==> config.mk <==
export PLATFORM = sky130hd
export DESIGN_NAME = muldiv_unit
export DESIGN_NICKNAME = d
export VERILOG_FILES = /design/src/rtl/muldiv_unit.sv
export SDC_FILE = /design/constraint.sdc
export NUM_CORES = 1
export LEC_CHECK = 0
export CAP_MARGIN = 20
export CORE_MARGIN = 1
export CORE_UTILIZATION = 28
export CTS_CLUSTER_DIAMETER = 200
export DETAILED_ROUTE_END_ITERATION = 10
export RECOVER_POWER = 100
export SLEW_MARGIN = 30
export SYNTH_ARGS = -nofsm -noshare
export SYNTH_HDL_FRONTEND = slang
export SYNTH_SLANG_ARGS = --single-unit
==> constraint.sdc <==
create_clock -name clk -period 3.3 [get_ports clk]
set_clock_uncertainty 0.05 [all_clocks]
set_input_delay 0.495 -clock clk [delete_from_list [all_inputs] [get_ports clk]]
set_output_delay 0.495 -clock clk [all_outputs]
set_load 0.005 [all_outputs]
==> src/rtl/muldiv_unit.sv <==
// Iterative RV32M multiply/divide unit: one op in flight, fixed XLEN+3 cycle latency.
// Shift-add multiply and restoring divide share one accumulator; signs are fixed up after the loop.
module muldiv_unit #(
    parameter int XLEN = 32,
    parameter int CW   = 6
) (
    input  logic            clk,
    input  logic            rst_n,
    input  logic            start,
    input  logic [2:0]      op,
    input  logic [XLEN-1:0] a,
    input  logic [XLEN-1:0] b,
    output logic            busy,
    output logic            done,
    output logic [XLEN-1:0] result,
    output logic            zero
);
    typedef enum logic [2:0] {
        S_IDLE, S_PREP, S_RUN, S_FIX, S_DONE
    } state_t;

    localparam logic [XLEN-1:0] MIN_NEG = {1'b1, {(XLEN-1){1'b0}}};

    state_t              state_q, state_d;
    logic [2:0]          op_q, op_d;
    logic [XLEN-1:0]     a_q, a_d, b_q, b_d;
    logic [XLEN-1:0]     opnd_q, opnd_d;
    logic [2*XLEN-1:0]   acc_q, acc_d;
    logic [XLEN:0]       rem_q, rem_d;
    logic [CW-1:0]       cnt_q, cnt_d;
    logic                neg_q, neg_d, rneg_q, rneg_d;
    logic                div0_q, div0_d, ovf_q, ovf_d;
    logic [XLEN-1:0]     result_q, result_d;

    logic                is_div, sa_en, sb_en, sign_a, sign_b;
    logic [XLEN-1:0]     mag_a, mag_b;
    logic [XLEN:0]       mul_sum, div_shift, div_diff;
    logic [2*XLEN-1:0]   prod_s;
    logic [XLEN-1:0]     quo_s, rem_s, mul_res, div_res, fix_res;

    always_comb begin
        is_div = op_q[2];
        sa_en  = (op_q == 3'b001) || (op_q == 3'b010) || (op_q == 3'b100) || (op_q == 3'b110);
        sb_en  = (op_q == 3'b001) || (op_q == 3'b100) || (op_q == 3'b110);
        sign_a = sa_en & a_q[XLEN-1];
        sign_b = sb_en & b_q[XLEN-1];
        mag_a  = sign_a ? -a_q : a_q;
        mag_b  = sign_b ? -b_q : b_q;

        // Multiply step: conditional add into the high half, carry kept, then shift right.
        mul_sum = acc_q[0] ? ({1'b0, acc_q[2*XLEN-1:XLEN]} + {1'b0, opnd_q})
                           : {1'b0, acc_q[2*XLEN-1:XLEN]};
        // Divide step: dividend bits stream out of the top of acc low half, quotient bits in at the bottom.
        div_shift = {rem_q[XLEN-1:0], acc_q[XLEN-1]};
        div_diff  = div_shift - {1'b0, opnd_q};

        prod_s  = neg_q ? -acc_q : acc_q;
        mul_res = (op_q[1:0] == 2'b00) ? prod_s[XLEN-1:0] : prod_s[2*XLEN-1:XLEN];
        quo_s   = neg_q  ? -acc_q[XLEN-1:0] : acc_q[XLEN-1:0];
        rem_s   = rneg_q ? -rem_q[XLEN-1:0] : rem_q[XLEN-1:0];
        div_res = op_q[1] ? rem_s : quo_s;
        if (div0_q)
            fix_res = op_q[1] ? a_q : '1;
        else if (ovf_q)
            fix_res = op_q[1] ? '0 : a_q;
        else
            fix_res = is_div ? div_res : mul_res;
    end

    always_comb begin
        state_d  = state_q;
        op_d     = op_q;
        a_d      = a_q;
        b_d      = b_q;
        opnd_d   = opnd_q;
        acc_d    = acc_q;
        rem_d    = rem_q;
        cnt_d    = cnt_q;
        neg_d    = neg_q;
        rneg_d   = rneg_q;
        div0_d   = div0_q;
        ovf_d    = ovf_q;
        result_d = result_q;
        case (state_q)
            S_IDLE: begin
                if (start) begin
                    op_d    = op;
                    a_d     = a;
                    b_d     = b;
                    state_d = S_PREP;
                end
            end
            S_PREP: begin
                opnd_d  = is_div ? mag_b : mag_a;
                acc_d   = {{XLEN{1'b0}}, (is_div ? mag_a : mag_b)};
                rem_d   = '0;
                cnt_d   = '0;
                neg_d   = sign_a ^ sign_b;
                rneg_d  = sign_a;
                div0_d  = is_div && (b_q == '0);
                ovf_d   = is_div && !op_q[0] && (a_q == MIN_NEG) && (b_q == '1);
                state_d = S_RUN;
            end
            S_RUN: begin
                if (is_div) begin
                    rem_d = div_diff[XLEN] ? div_shift : div_diff;
                    acc_d = {acc_q[2*XLEN-1:XLEN], acc_q[XLEN-2:0], ~div_diff[XLEN]};
                end else begin
                    acc_d = {mul_sum, acc_q[XLEN-1:1]};
                end
                cnt_d = cnt_q + 1'b1;
                if (cnt_q == CW'(XLEN-1))
                    state_d = S_FIX;
            end
            S_FIX: begin
                result_d = fix_res;
                state_d  = S_DONE;
            end
            S_DONE:  state_d = S_IDLE;
            default: state_d = S_IDLE;
        endcase
    end

    always_ff @(posedge clk or negedge rst_n) begin
        if (!rst_n) begin
            state_q  <= S_IDLE;
            op_q     <= '0;
            a_q      <= '0;
            b_q      <= '0;
            opnd_q   <= '0;
            acc_q    <= '0;
            rem_q    <= '0;
            cnt_q    <= '0;
            neg_q    <= 1'b0;
            rneg_q   <= 1'b0;
            div0_q   <= 1'b0;
            ovf_q    <= 1'b0;
            result_q <= '0;
        end else begin
            state_q  <= state_d;
            op_q     <= op_d;
            a_q      <= a_d;
            b_q      <= b_d;
            opnd_q   <= opnd_d;
            acc_q    <= acc_d;
            rem_q    <= rem_d;
            cnt_q    <= cnt_d;
            neg_q    <= neg_d;
            rneg_q   <= rneg_d;
            div0_q   <= div0_d;
            ovf_q    <= ovf_d;
            result_q <= result_d;
        end
    end

    assign busy   = (state_q != S_IDLE);
    assign done   = (state_q == S_DONE);
    assign result = result_q;
    assign zero   = (result_q == '0);
endmodule

==> key figures, run 1 <==
Clock network
  – Clock buffer depth: 3
  – # H-tree levels: 1
  – # clock sinks: 240
  – Worst-path clk slew: 0.06 ns
  – CTS tree: yes
  – Num CTS Buffers: 31
  – Root Buffer Master: clkbuf_16
  – Worst-Skew Late Latency: 0.61 ns

Status
  – Run status: complete, but fails checks
  – Failing checks: max-capacitance violations, max-slew violations

STA
  – Period minus WS final: 3.26 ns
  – Final Max Slew Viols: 174
  – Slew of the pin with the lowest slew margin: 2.45 ns
  – Final Hold Fails: 0
  – WHS: 0.402 ns
  – Setup TNS: 0 ns
  – Max frequency: 0.306 GHz
  – Setup violations, final: 0
  – RSZ-0062 raised after global routing: yes
  – Max_slew headroom: -63.0%
  – Fin crit share: 98.9%

Synth
  – Avg Synthesized Cell Area: 8.34 um^2
  – YS warnings: 0
  – Synthesized cell area: 0.0187 mm^2
  – Asr flop ratio synth: 100%
  – Share of the synthesized area in the top cell type: 32.2%
  – Main flop type after synthesis: dfrtp_1
  – Synth cell types: 77
  – EDFF count, synth: 0
  – Post-Syn Nets: 2380
  – Most common cell in the netlist: dfrtp_1
  – Synth area leaders: dfrtp_1 (32%), o21ai_0 (6.2%), xnor2_1 (5.9%)
  – Commonest cells post-synth: dfrtp_1 (240), o21ai_0 (230), a21oi_1 (204)
  – Yosys reg bits: 240
  – Post-synth top area cell: dfrtp_1
  – Register area share after synthesis: 32.2%
  – Cells after Synth: 2238

Power
  – Leak Pwr: 9.53 nW
  – Power Dens Cells: 1150 mW/mm^2
  – Maximum VDD drop: 0.000570 V
  – Total power: 26.8 mW

Setup path
  – Critical path startpoint: opnd_q[6]
  – Cells on worst reg2reg path: 11
  – R2R Setup Slk: 0.04 ns
  – CP Data Arrival Time: 3.72 ns
  – Reg-to-Reg Start: opnd_q[6]
  – Critical-path maximum fanout: 5
  – CP Class: reg -> reg
  – Startpoint Class: register
  – CP max-delay cell: dfrtp_1
  – Buf/Inv on CP: 2
  – R2R Path End: rem_q[25]
  – Critical path endpoint category: register
  – Critical-path cell list: inv_1 > ha_1 > buf_4 > a2111o_1 > o21a_1 > o31ai_1 > a31oi_1 > nor4_1 > a41o_1 > o21ai_0 > o221ai_1
  – Family with the most delay on the worst path: compound AO/OA/AOI/OAI gates
  – CP max stage delay: 0.45 ns
  – Req. time, crit path: 3.76 ns

Drt
  – Routed vias: 18.9k
  – DRC errors left: 0
  – WL per Instance: 22.9 um
  – Final ANT Viol Nets: 0
  – Vias/cell: 5.68
  – DRT iter0 DRCs: 1865
  – Drt first pass iters: 9
  – Final WL: 76000 um

Floorplanning
  – # IOs: 105
  – Die H: 260 um
  – DIE AREA: 0.0677 mm^2
  – Starting Density: 28.3%
  – Core Box Area: 0.0659 mm^2
  – Core Rows: 94
  – Die width: 260 um

Global route
  – Top Usage Layer GRT: met2
  – Vias in the first global route: 17.7k
  – First-pass GRT wire length: 113000 um
  – Met3 Use GR: 2.95%
  – Grt total ovfl: 0
  – Met1 GRT Util: 30.2%
  – M2 GR Usage: 35.1%
  – Largest net degree at the start of global routing: 114
  – Initial antenna violation count: 2
  – Total track usage: 21.9%

Place
  – HPWL after detailed placement: 58400 um
  – DP Cell Count: 3256
  – I/O Buffers: 104
  – Final Wtd Congestion: 0.947

Worst hold path
  – Hold depth: 3
  – Hold EP: b_q[24]
  – Hold crit path type: in -> reg
  – Worst hold path startpoint: b[24]

Final layout
  – Final Non-Filler Cells: 3325
  – Layout cells sized above 1: 16.1%
  – Area Growth Syn to Fin: 24.8%
  – NumNets Final: 2576

Flow run
  – Max-Cap Viols: 3
-- worst max-delay path by stage --
stage	to	slack [ns]	depth (start not counted)
floorplan	rem_q[10]	-0.02	13
global placement	result[13]	-0.08	9
detailed placement	rem_q[5]	-0.20	12
CTS	rem_q[16]	-0.02	13
global route	result[25]	-0.06	9
finish	rem_q[25]	0.04	11
-- worst reg2reg max path, cell delays in order (launching register included) --
cell and delay, ns:
dfrtp_1 0.45, inv_1 0.10, ha_1 0.32, buf_4 0.16
a2111o_1 0.42, o21a_1 0.23, o31ai_1 0.39, a31oi_1 0.31
nor4_1 0.27, a41o_1 0.16, o21ai_0 0.10, o221ai_1 0.22
-- final cells by class --
type | instances | area [um^2]
Inverter | 67 | 251
Timing Repair Buffer | 316 | 2730
Clock inverter | 18 | 269
Tap cell | 864 | 1080
Sequential cell | 240 | 6020
Antenna cell | 2 | 5.00
Clock buffer | 40 | 870
Fill cell | 6792 | 42600
Multi-Input combinational cell | 1778 | 12100
-- cells in the final DEF (no fill, tap or decap), drive strengths merged, types with 7 or more instances in the layout --
master	synthesis	final
o41ai	20	20
ha	70	70
and2	9	9
o31ai	46	46
and3	17	17
mux2i	72	72
o21a	11	11
o21ai	235	235
nor2	159	159
a21o	26	26
nand3	71	71
o221ai	18	18
nor4	25	25
o22ai	7	7
a31oi	29	29
nand2b	14	14
a221oi	13	13
buf	21	209
xnor2	125	125
o211ai	39	39
a211oi	40	40
dlygate4sd3	0	33
or2	8	8
clkinv	0	9
o311ai	8	8
xor2	79	79
or3	27	27
nor2b	12	12
a22oi	7	7
mux2	63	63
a21oi	204	204
inv	67	69
nor3	27	27
nand4	23	23
or4	20	20
clkdlybuf4s50	0	71
a221o	8	8
clkbuf	132	42
nand2	186	186
dfrtp	240	240
-- registers in the layout (all words and copies together) (netlist names), 3 cells and up --
| signal | flops |
|---|---|
| acc_q | 64 |
| result | 32 |
| cnt_q | 6 |
| b_q | 32 |
| a_q | 32 |
| rem_q | 32 |
| op_q | 3 |
| opnd_q | 32 |
| state_q | 3 |
-- metrics by stage --
step | setup slack (ns) | area [um^2] | util, %
floorplan | -0.0172 | 18700 | -
global placement | -0.0771 | 21800 | 33.2
detailed placement | -0.200 | 21800 | 33.2
CTS | -0.0203 | 23100 | 35.0
global route | -0.0584 | 23300 | 35.3
finish | 0.0351 | 23300 | 35.4
-- what timing repair did --
item | 4_1_cts | 5_1_grt
pin swaps | 6 | 17
hold endpoints to repair | 40 | 0
cloned | 1 | 0
hold buffers | 1 | 0
gates resized for setup | 9 | 49
endpoints found under the setup margin | 42 | 58
setup buffers | 2 | 5
-- per-layer routing --
layer  wire length (um)  up-vias
li1                   -     8631
met1              32800     9369
met2              35100      761
met3               5460      127
met4               2700        0
met5                  0        -
-- where the power goes --
group / switching, mW / internal, mW
clock: 1.50 / 2.33
sequential: 1.71 / 4.21
combinational: 10.4 / 6.74
total: 13.6 / 13.3
-- cells by family (layout without fill, tap and decap cells) --
| group | after synthesis | count (layout) | synth area share (%) |
|---|---|---|---|
| AO/OA/AOI/OAI | 755 | 755 | 25.2 |
| XOR/XNOR | 204 | 204 | 9.57 |
| adder cells (fa/ha/maj) | 72 | 72 | 4.91 |
| buffers and inverters | 220 | 441 | 4.59 |
| flip-flops | 240 | 240 | 32.2 |
| multiplexers | 135 | 135 | 7.66 |
| other | 0 | 2 | 0 |
| AND/OR/NAND/NOR | 612 | 612 | 15.9 |
No activity file was read; power rests on OpenSTA's default activity.
==> run 2, diff against run 1 <==
Settings changed: SETUP_SLACK_MARGIN set to 0.02.
==> run 2 against run 1 <==
Net effect: the flow still finishes with violations (max-capacitance violations, max-slew violations); total power increased by 0.62%; non-clock buffer count increased by 3; count of clock-buffer cells in the layout unchanged; setup slack got worse by 0.022 ns; largest power group unchanged.
==> key figures, run 2 (synthesized netlist as in run 1, its figures left out) <==
Worst hold path
  – Hold crit path type: in -> reg
  – Hold depth: 3
  – Hold EP: b_q[24]
  – Worst hold path startpoint: b[24]

Setup path
  – Critical-path cell list: inv_1 > ha_1 > buf_4 > a2111o_1 > o21a_1 > o31ai_1 > a31oi_1 > nor4_1 > a41o_1 > o21ai_0 > o221ai_1
  – Req. time, crit path: 3.76 ns
  – Critical path endpoint category: register
  – CP max-delay cell: dfrtp_1
  – Reg-to-Reg Start: opnd_q[6]
  – CP Class: reg -> reg
  – R2R Setup Slk: 0.01 ns
  – CP max stage delay: 0.44 ns
  – Buf/Inv on CP: 2
  – Critical-path maximum fanout: 5
  – R2R Path End: rem_q[25]
  – Startpoint Class: register
  – CP Data Arrival Time: 3.75 ns
  – Family with the most delay on the worst path: compound AO/OA/AOI/OAI gates
  – Cells on worst reg2reg path: 11

Drt
  – Routed vias: 18.9k
  – Final WL: 76400 um
  – DRC errors left: 0
  – Vias/cell: 5.68
  – Drt first pass iters: 5
  – DRT iter0 DRCs: 1987
  – WL per Instance: 23.0 um
  – Final ANT Viol Nets: 0

Floorplanning
  – # IOs: 105
  – Core Rows: 94
  – Die H: 260 um
  – Die width: 260 um
  – Core Box Area: 0.0659 mm^2
  – DIE AREA: 0.0677 mm^2
  – Starting Density: 28.3%

Place
  – HPWL after detailed placement: 58400 um
  – DP Cell Count: 3256
  – Dpl cell area: 0.0218 mm^2
  – Final Wtd Congestion: 0.947
  – I/O Buffers: 104
  – Post-Place Worst Slack: -0.200 ns

STA
  – Period minus WS final: 3.29 ns
  – Setup TNS: 0 ns
  – Setup violations, final: 0
  – Final WS setup: 0.0127 ns
  – Slew of the pin with the lowest slew margin: 2.44 ns
  – Max frequency: 0.304 GHz
  – Final Hold Fails: 0
  – WHS: 0.398 ns
  – Max_slew headroom: -62.4%
  – Fin crit share: 99.6%
  – Final Max Slew Viols: 174
  – RSZ-0062 raised after global routing: yes

Global route
  – Initial antenna violation count: 2
  – Largest net degree at the start of global routing: 114
  – Vias in the first global route: 17.7k
  – First-pass GRT wire length: 113000 um
  – Grt total ovfl: 0
  – Total track usage: 21.9%

Final layout
  – Area Growth Syn to Fin: 25.3%
  – Layout cells sized above 1: 16.5%
  – Max reg flops: 64
  – NumNets Final: 2579
  – Final Non-Filler Cells: 3328
  – Reg with most FFs: acc_q
  – Fin area: 0.0234 mm^2
  – End-of-flow core utilization: 35.5%
  – Commonest non-fill, non-tap cells in the layout: dfrtp_1 (233), o21ai_0 (221), a21oi_1 (201)
  – Most common cell after layout, fill and taps aside: dfrtp_1

Clock network
  – # H-tree levels: 1
  – CTS tree: yes
  – Worst-path clk slew: 0.06 ns
  – # clock sinks: 240
  – Root Buffer Master: clkbuf_16
  – Clock buffer depth: 3
  – Worst-Skew Late Latency: 0.62 ns
  – Num CTS Buffers: 31

Status
  – Failing checks: max-capacitance violations, max-slew violations
  – Run status: complete, but fails checks

Power
  – Total power: 27.0 mW
  – Maximum VDD drop: 0.000572 V
  – Power Dens Cells: 1150 mW/mm^2
  – Leak Pwr: 9.57 nW

Flow run
  – Max-Cap Viols: 3
run 2: cell count changes in the layout (fill, tap and decap cells not counted), moves of 2 or more:
cell,delta
o21ai_1,+3
buf_6,+3
mux2i_1,-2
mux2i_4,+2
o21ai_0,-4
o41ai_2,-2
run 2: metal layers:
layer  track usage [%]  vias to the layer above  routed length (um)
met4              7.39                        0                2780
met1              30.1                     9346               32800
met2              35.1                      796               35200
li1                  -                     8645                   -
met5                 0                        -                   0
met3              3.09                      132                5690
run 2: worst min-delay path, stage by stage:
cell	delay, ns
clkdlybuf4s50_1	0.40
nand2_1	0.05
o21ai_0	0.06
run 2: cell type report:
class,count,area [um^2]
antenna,2,5.00
fill,6781,42500
multi-input combinational,1778,12100
tap,864,1080
clock buffer,40,870
sequential,240,6020
inverter,67,251
clock inverter,18,269
timing repair buffer,319,2790
run 2: power by group:
part	internal, mW	switching, mW
sequential	4.21	1.71
clock	2.33	1.50
combinational	6.81	10.4
run 2: repair_timing:
action,CTS,global route
hold buffers,1,0
cloned,1,1
pin swaps,6,18
resized for setup,13,63
endpoints found under the hold margin,40,0
setup buffers,2,8
endpoints found under the setup margin,45,55
run 2: how the worst max path moves through the flow:
stage                from         end  slack (ns)  cells past startpoint
2_1_floorplan   acc_q[31]   rem_q[10]       -0.02                     13
3_3_place_gp    acc_q[23]  result[13]       -0.08                      9
3_5_place_dp   opnd_q[15]    rem_q[5]       -0.20                     12
4_1_cts         opnd_q[0]   rem_q[16]       -0.02                     13
5_1_grt         acc_q[12]  result[25]       -0.06                      9
6_report        opnd_q[6]   rem_q[25]        0.01                     11
